==> src/rtl/conv2d_stream_if.sv <==
// Column-stream bus between the column feeder and conv2d_stream.
// The feeder drives the master side; the convolution engine is the slave.
interface conv2d_stream_if #(
  parameter int BIT_LEN  = 8,
  parameter int K_LEN    = 3,
  parameter int CONV_LEN = 20
);
  logic                       i_valid;
  logic                       i_selecK_I;
  logic [K_LEN*BIT_LEN-1:0]   i_data;
  logic signed [CONV_LEN-1:0] o_data;
  logic                       o_valid;
  logic                       o_kernel_ready;
  logic                       o_err;

  modport master (
    output i_valid, i_selecK_I, i_data,
    input  o_data, o_valid, o_kernel_ready, o_err
  );

  modport slave (
    input  i_valid, i_selecK_I, i_data,
    output o_data, o_valid, o_kernel_ready, o_err
  );
endinterface

==> src/rtl/conv2d_stream.sv <==
// Streaming K_LEN x K_LEN signed convolution: kernel/window capture, product stage, adder-tree stage.
// Optional macro CONV_RELU_EN clamps negative results to zero in the output stage.
module conv2d_stream #(
  parameter int BIT_LEN  = 8,
  parameter int K_LEN    = 3,
  parameter int CONV_LEN = 20
) (
  input  logic            i_clk,
  input  logic            i_reset,
  conv2d_stream_if.slave  bus
);

  localparam int PW = 2 * BIT_LEN;
  localparam int NP = K_LEN * K_LEN;
  localparam int CW = $clog2(K_LEN + 1);

  typedef enum logic [1:0] {K_LOAD, I_FILL, I_RUN} state_t;

  state_t                     state_q;
  logic [CW-1:0]              kcnt_q;
  logic [CW-1:0]              icnt_q;
  logic                       ready_q;
  logic                       issue_q;
  logic                       err_pend_q;
  logic                       prod_valid_q;
  logic                       o_valid_q;
  logic                       o_err_q;
  logic signed [CONV_LEN-1:0] o_data_q;
  logic signed [BIT_LEN-1:0]  kern_q [K_LEN][K_LEN];
  logic signed [BIT_LEN-1:0]  win_q  [K_LEN][K_LEN];
  logic signed [BIT_LEN-1:0]  col_in [K_LEN];
  logic signed [PW-1:0]       prod_q [NP];
  logic signed [CONV_LEN-1:0] sum_d;
  logic signed [CONV_LEN-1:0] data_d;

  genvar gi, gj;

  generate
    for (gi = 0; gi < K_LEN; gi++) begin : g_unpack
      assign col_in[gi] = bus.i_data[gi*BIT_LEN +: BIT_LEN];
    end
  endgenerate

  // Control: kernel collection, window shifting and result issue.
  always_ff @(posedge i_clk) begin
    if (i_reset) begin
      state_q    <= K_LOAD;
      kcnt_q     <= '0;
      icnt_q     <= '0;
      ready_q    <= 1'b0;
      issue_q    <= 1'b0;
      err_pend_q <= 1'b0;
      for (int c = 0; c < K_LEN; c++) begin
        for (int r = 0; r < K_LEN; r++) begin
          kern_q[c][r] <= '0;
          win_q[c][r]  <= '0;
        end
      end
    end else begin
      issue_q    <= 1'b0;
      err_pend_q <= 1'b0;
      if (bus.i_valid) begin
        if (!bus.i_selecK_I) begin
          if (state_q == K_LOAD) begin
            for (int c = 0; c < K_LEN; c++) begin
              if (kcnt_q == CW'(c)) begin
                for (int r = 0; r < K_LEN; r++) kern_q[c][r] <= col_in[r];
              end
            end
            if (kcnt_q == CW'(K_LEN - 1)) begin
              state_q <= I_FILL;
              ready_q <= 1'b1;
              kcnt_q  <= '0;
              icnt_q  <= '0;
            end else begin
              kcnt_q <= kcnt_q + 1'b1;
            end
          end else begin
            // A kernel column mid-image restarts the kernel; the window becomes stale.
            for (int r = 0; r < K_LEN; r++) kern_q[0][r] <= col_in[r];
            kcnt_q  <= CW'(1);
            icnt_q  <= '0;
            ready_q <= 1'b0;
            state_q <= K_LOAD;
          end
        end else if (state_q == K_LOAD) begin
          err_pend_q <= 1'b1;
        end else begin
          for (int c = 0; c < K_LEN - 1; c++) begin
            for (int r = 0; r < K_LEN; r++) win_q[c][r] <= win_q[c+1][r];
          end
          for (int r = 0; r < K_LEN; r++) win_q[K_LEN-1][r] <= col_in[r];
          if (state_q == I_FILL) begin
            icnt_q <= icnt_q + 1'b1;
            if (icnt_q == CW'(K_LEN - 1)) begin
              state_q <= I_RUN;
              issue_q <= 1'b1;
            end
          end else begin
            issue_q <= 1'b1;
          end
        end
      end
    end
  end

  generate
    for (gi = 0; gi < K_LEN; gi++) begin : g_col
      for (gj = 0; gj < K_LEN; gj++) begin : g_row
        logic signed [PW-1:0] a_ext;
        logic signed [PW-1:0] b_ext;
        assign a_ext = PW'(win_q[gi][gj]);
        assign b_ext = PW'(kern_q[gi][gj]);
        always_ff @(posedge i_clk) begin
          if (i_reset) prod_q[gi*K_LEN+gj] <= '0;
          else         prod_q[gi*K_LEN+gj] <= a_ext * b_ext;
        end
      end
    end
  endgenerate

  always_comb begin
    sum_d = '0;
    for (int i = 0; i < NP; i++) sum_d = sum_d + CONV_LEN'(prod_q[i]);
  end

`ifdef CONV_RELU_EN
  assign data_d = sum_d[CONV_LEN-1] ? '0 : sum_d;
`else
  assign data_d = sum_d;
`endif

  always_ff @(posedge i_clk) begin
    if (i_reset) begin
      prod_valid_q <= 1'b0;
      o_valid_q    <= 1'b0;
      o_err_q      <= 1'b0;
      o_data_q     <= '0;
    end else begin
      prod_valid_q <= issue_q;
      o_valid_q    <= prod_valid_q;
      o_err_q      <= err_pend_q;
      if (prod_valid_q) o_data_q <= data_d;
    end
  end

  assign bus.o_data         = o_data_q;
  assign bus.o_valid        = o_valid_q;
  assign bus.o_kernel_ready = ready_q;
  assign bus.o_err          = o_err_q;

endmodule

==> src/flat_wrapper.sv <==
// flat-port wrapper written by rule: the top's interface ports become plain ports
module conv2d_stream_flat 
#(
  parameter int BIT_LEN  = 8,
  parameter int K_LEN    = 3,
  parameter int CONV_LEN = 20
)
  (i_clk, i_reset, bus_i_valid, bus_i_selecK_I, bus_i_data, bus_o_data, bus_o_valid, bus_o_kernel_ready, bus_o_err);
  conv2d_stream_if #(.BIT_LEN(BIT_LEN), .K_LEN(K_LEN), .CONV_LEN(CONV_LEN)) bus_i ();
  input  logic i_clk;
  input  logic i_reset;
  input wire logic [$bits(bus_i.i_valid)-1:0] bus_i_valid;
  input wire logic [$bits(bus_i.i_selecK_I)-1:0] bus_i_selecK_I;
  input wire logic [$bits(bus_i.i_data)-1:0] bus_i_data;
  output wire logic [$bits(bus_i.o_data)-1:0] bus_o_data;
  output wire logic [$bits(bus_i.o_valid)-1:0] bus_o_valid;
  output wire logic [$bits(bus_i.o_kernel_ready)-1:0] bus_o_kernel_ready;
  output wire logic [$bits(bus_i.o_err)-1:0] bus_o_err;
  assign bus_i.i_valid = bus_i_valid;
  assign bus_i.i_selecK_I = bus_i_selecK_I;
  assign bus_i.i_data = bus_i_data;
  assign bus_o_data = bus_i.o_data;
  assign bus_o_valid = bus_i.o_valid;
  assign bus_o_kernel_ready = bus_i.o_kernel_ready;
  assign bus_o_err = bus_i.o_err;
  conv2d_stream #(.BIT_LEN(BIT_LEN), .K_LEN(K_LEN), .CONV_LEN(CONV_LEN)) u_core (.i_clk(i_clk), .i_reset(i_reset), .bus(bus_i));
endmodule
==> config.mk <==
export PLATFORM = sky130hd
export DESIGN_NAME = conv2d_stream_flat
export DESIGN_NICKNAME = d
export VERILOG_FILES = /design/src/rtl/conv2d_stream_if.sv /design/src/rtl/conv2d_stream.sv /design/src/flat_wrapper.sv
export SDC_FILE = /design/constraint.sdc
export NUM_CORES = 2
export LEC_CHECK = 0
export CORE_MARGIN = 2
export CORE_UTILIZATION = 24
export CTS_BUF_LIST = sky130_fd_sc_hd__clkbuf_2
export DETAILED_ROUTE_END_ITERATION = 16
export GPL_ROUTABILITY_DRIVEN = 0
export PLACE_DENSITY = 0.39
export SETUP_SLACK_MARGIN = 0.05
export SYNTH_ARGS = -nofsm -noshare
export SYNTH_HDL_FRONTEND = slang
export SYNTH_SLANG_ARGS = --single-unit
==> constraint.sdc <==
create_clock -name i_clk -period 9 [get_ports i_clk]
set_input_delay 1.8 -clock i_clk [delete_from_list [all_inputs] [get_ports i_clk]]
set_output_delay 1.8 -clock i_clk [all_outputs]
set_load 0.01 [all_outputs]
-- Word level (Yosys, flattened, before mapping)
Memories as Yosys holds them, arrays and structs flattened.
Index checks and enable logic that the tools add are counted.
- add/sub/neg operators: 10
- multiply operators: 9
- divide/modulo/power cells: 0
- $lt $le $gt $ge: 0
- equal/unequal tests: 8
- shift-type cells: 0
- multiplexer cells: 78
- bitwise gates (word level): 32
- reductions and logical operators: 8
- operator list (kind ; count):
    $mux 8 ; 21
    $mul 8x8->16 ; 9
    $mux 16 ; 9
    $add 20x16->20 ; 6
    $mux 1 ; 35
    $or 1x1->1 ; 30
    $mux 2 ; 13
    $add 17x16->18 ; 1
    $add 16x16->17 ; 1
    $ne 2x1->1 const B ; 3
    $reduce_and 5->1 ; 1
    $add 2x1->2 const B ; 2
    $eq 2x1->1 const B ; 2
    $eq 2x2->1 const B ; 2
    $logic_not 2->1 ; 2
    $reduce_and 4->1 ; 1
    $reduce_or 4->1 ; 1
    $reduce_and 3->1 ; 1
    $reduce_or 3->1 ; 1
    $ne 2x2->1 const B ; 1
    $not 1->1 ; 2
    $reduce_and 2->1 ; 1
- bits in registers: 32
- latch bits: 0
- RAM bits: 288
- bits in read-only memories: 0
- input bits: 28
- output and inout bits: 23
- logic and storage cells: 158
- memories kept: 3
- memories (memory ; depth ; bits a word ; read ports ; clocked after memory_dff ; wr ports ; RTL line ; source):
    u_core.prod_q ; 9 ; 16 ; 9 ; 0 ; 9 ; conv2d_stream.sv:32 ; logic signed [PW-1:0] prod_q [NP];
    u_core.kern_q ; 3 ; 24 ; 3 ; 0 ; 3 ; conv2d_stream.sv:29 ; logic signed [BIT_LEN-1:0] kern_q [K_LEN][K_LEN];
    u_core.win_q ; 3 ; 24 ; 3 ; 0 ; 3 ; conv2d_stream.sv:30 ; logic signed [BIT_LEN-1:0] win_q [K_LEN][K_LEN];

-- Longest topological paths before layout
- depth in word-level cells: 9
- gate-level depth with buffers: 26
- gate-level depth less buffers: 26

-- Worst setup path after synthesis
OpenSTA, ideal clock, no wires.
- kind: input-to-reg
- start point: input bus_i_valid
- end point: memory u_core.win_q[0][0] (netlist bit) (enable)
- data arrival time: 6897 ps
- required time: 8398 ps
- path slack: 1501 ps
- stages: 2
- path buffers: 0
- cell sequence: nand2_1 o21ai_0
- RTL lines (element ; RTL line ; source):
    start, declared ; flat_wrapper.sv:12 ; input wire logic [$bits(bus_i.i_valid)-1:0] bus_i_valid;
    end, declared ; conv2d_stream.sv:30 ;

==> metrics.txt <==
YS warnings 0; Mapped Nets between 4000 and 5000; status finished, final reports clean; crit start category flop; FF+latch count, synth 320; # resized after CTS 0; Clock power frac 0.079; htree depth 3; Fin Clk Skew 0.172 ns; PwrDens 351 nW/um^2; Area after DPL 39200 sq um; RSZ-0062 raised after global routing no; Post-CTS Hold Buffers 0; Setup crit start u_core.prod_q[0][1]; post-route ant nets 0; FF-to-FF setup slack 2.49 ns; HPWL Detailed about 84 mm; top_reg_cell synth dfxtp_1; DR iter-0 viols ~900; f_max 0.153 GHz; Tmin final 6.51 ns; initial antenna violation count 20; Root Driver clkbuf_2; Slew Limit Fails 0; Port Buf Inserts 50; core area 150000 sq um; full die area 154000 sq um; share of cells above drive strength 1 0.0562; first-pass GRT wire length 158 mm; Post-synth ARST share 0; final core area utilization 0.267; sequential share of the synthesized area 0.217; worst-skew pair later-pin latency 1.32 ns; Vias/cell 4.08; Pint 6540 uW; GRT Total Usage 0.136; setup bufs post-CTS 0; Max-cap violations 0; largest net degree at the start of global routing between 60 and 70; # setup viols final 0; final hold vios 0; WL final 101 mm; clk buf depth 3; Netlist cell types 67; Fill cells ~16000; worst hold path endpoint u_core.prod_valid_q; routed wire length per instance roughly 17 um; average size of a mapped cell 10.0 sq um; CP Capture Type flop; RR Endpoint u_core.bus.o_data[19]; worst-path fanout max 7; Min-Delay Path Depth 1; post-route insts no fill slightly below 6000; Critical Setup Path Class reg -> reg; Final nets 4646; Worst Hold Class reg -> reg; area grow syn2layout 10.7%; worst path arrival time approximately 7.7 ns; Gate power share 0.780; Lkg Pwr 0.0177 uW; DRT Pass-1 Iters 5; Post-Layout Inst Area 40000 sq um; Horiz. Die Dim a little under 400 um; Post-synth EDFFs 144; area occupied by multi-input gates 25500 sq um; Die Height 392 um; via count between 20000 and 25000; CP required between 10 and 15 ns; Mapped Area 36200 sq um; Row Count 142; starting density of the core 0.242; DR DRC count 0; Rel. slew slack 0.341; Place WS 2.52 ns; VDD IR-drop max 960 uV; Num CTS Buffers 93; min-delay src u_core.issue_q; switching share of power 0.534; Final WS setup approximately 2.5 ns; clk slew on worst S/H paths ~0.10 ns; register area 7850 sq um; worst-margin pin slew 0.980 ns; worst r2r src u_core.prod_q[0][1]; final period utilization 0.724; GRT overflow 0; net switching power 7500 uW; worst reg-to-reg path cell count 26; vias in the first global route 26000; Ports 51; Setup Total Neg Slack 0 ns; TritonCTS clock tree done; Post-Synthesis Cells roughly 3600; sequential power share 0.140; CTS Sinks 320; dpl cells 5640
state kept, by name, indices dropped and copies added (netlist names), 2 cells and up:
name and cells:
u_core.icnt_q 2, u_core.state_q 2, u_core.bus.o_data 20, u_core.kcnt_q 2
u_core.win_q 72, u_core.kern_q 72, u_core.prod_q 144
placed cells by master (no fill, tap or decap), drive strengths merged, types with 17 or more instances in the layout:
cell type and n:
o21ai 66, nor2b 78, nand2b 66, a21o 44
fa 600, ha 299, diode 17, mux2 19
inv 731, xnor2 92, xor2 18, dfxtp 176
and2 482, nand3 28, o21a 39, nand2 211
a211oi 18, nor2 135, clkbuf 132, a21oi 103
edfxtp 144, clkdlybuf4s50 49, clkinv 32, nor3 70
critical path, stage by stage (launching register included):
cell and delay (ns):
dfxtp_1 0.32, inv_1 0.05, fa_1 0.46, inv_1 0.06, ha_1 0.19, inv_1 0.09
fa_1 0.47, nor2b_1 0.17, o31a_1 0.20, o21ai_0 0.21, nor3_1 0.30, o211ai_1 0.14
a31oi_1 0.23, fa_1 0.44, inv_1 0.11, fa_1 0.41, inv_1 0.08, fa_1 0.43
fa_1 0.49, inv_1 0.04, ha_1 0.38, nand2_1 0.09, o21ai_0 0.34, o21ai_0 0.19
or3_1 0.33, a21o_1 0.16, o211ai_1 0.08
power groups by stage:
stage | combinational [uW] | sequential (uW) | clock, uW
finish | 11000 | 1970 | 1110
global placement | 11100 | 2020 | 0
floorplan | 8530 | 1850 | 0
detailed placement | 11000 | 2010 | 0
CTS | 11100 | 1980 | 1190
global route | 12500 | 2000 | 1250
per-stage QoR:
stage	hold slack (ns)	total power, uW
floorplan	0.414	10400
global placement	0.422	13100
detailed placement	0.448	13100
CTS	0.473	14300
global route	0.485	15800
finish	0.477	14000
routing by layer:
metal  up-vias  wire length, um  track usage  share of wire
li1      11500                -            -              -
met1     11800            47600        0.183           0.47
met2       281            47500        0.224           0.47
met3       139             3590       0.0227          0.035
met4         6             2660       0.0401          0.026
met5         -               39            0        0.00038
cells in the mapped netlist, drive strengths merged, types with 2 or more instances:
cell type | count | area, sq um
a2111oi | 4 | 47.6
a211oi | 18 | 158
a21boi | 9 | 67.6
a21o | 44 | 332
a21oi | 103 | 515
a221oi | 3 | 32.5
a31o | 2 | 17.5
a31oi | 11 | 68.8
and2 | 482 | 3020
and3 | 11 | 68.8
buf | 6 | 25.0
clkbuf | 41 | 154
dfxtp | 176 | 3520
edfxtp | 144 | 4320
fa | 600 | 12000
ha | 299 | 3740
inv | 730 | 2740
mux2 | 19 | 214
mux2i | 10 | 100
nand2 | 211 | 792
nand2b | 66 | 413
nand3 | 28 | 140
nand4 | 4 | 25.0
nand4b | 2 | 17.5
nor2 | 135 | 507
nor2b | 78 | 488
nor3 | 70 | 350
nor3b | 3 | 22.5
nor4 | 7 | 43.8
o2111ai | 3 | 43.8
o211ai | 6 | 50.1
o21a | 39 | 293
o21ai | 66 | 345
o21ba | 8 | 80.1
o21bai | 10 | 75.1
o22ai | 2 | 12.5
o31a | 2 | 17.5
o31ai | 3 | 22.5
o41ai | 8 | 70.1
or2 | 6 | 37.5
or3 | 16 | 100
xnor2 | 92 | 806
xor2 | 18 | 158
kinds of logic (layout without fill, tap and decap cells):
family,Yosys count,in the layout,share of synthesized area
compound gates,351,351,0.0647
xor+xnor,110,110,0.0266
fa+ha+maj,899,899,0.435
buf+inv,777,961,0.0807
flops,320,320,0.217
mux,29,29,0.00868
other cells,0,17,0
simple gates,1122,1122,0.167
worst max path at each step:
stage,to,slack (ns),depth (start not counted)
2_1_floorplan,u_core.win_q[0][0],1.50,2
3_3_place_gp,u_core.bus.o_data[19],2.53,26
3_5_place_dp,u_core.bus.o_data[19],2.52,26
4_1_cts,u_core.bus.o_data[19],2.50,26
5_1_grt,u_core.bus.o_data[19],2.02,26
6_report,u_core.bus.o_data[19],2.49,26
layout make-up:
| cell class | count | area share |
|---|---|---|
| multi-input combinational | 2511 | 0.636 |
| sequential | 320 | 0.196 |
| inverter | 730 | 0.0684 |
| tap | 2016 | 0.0630 |
| clock buffer | 132 | 0.0165 |
| timing repair buffer | 63 | 0.0150 |
| clock inverter | 36 | 0.00409 |
| antenna | 17 | 0.00106 |
(Power assumes the default switching activity.)
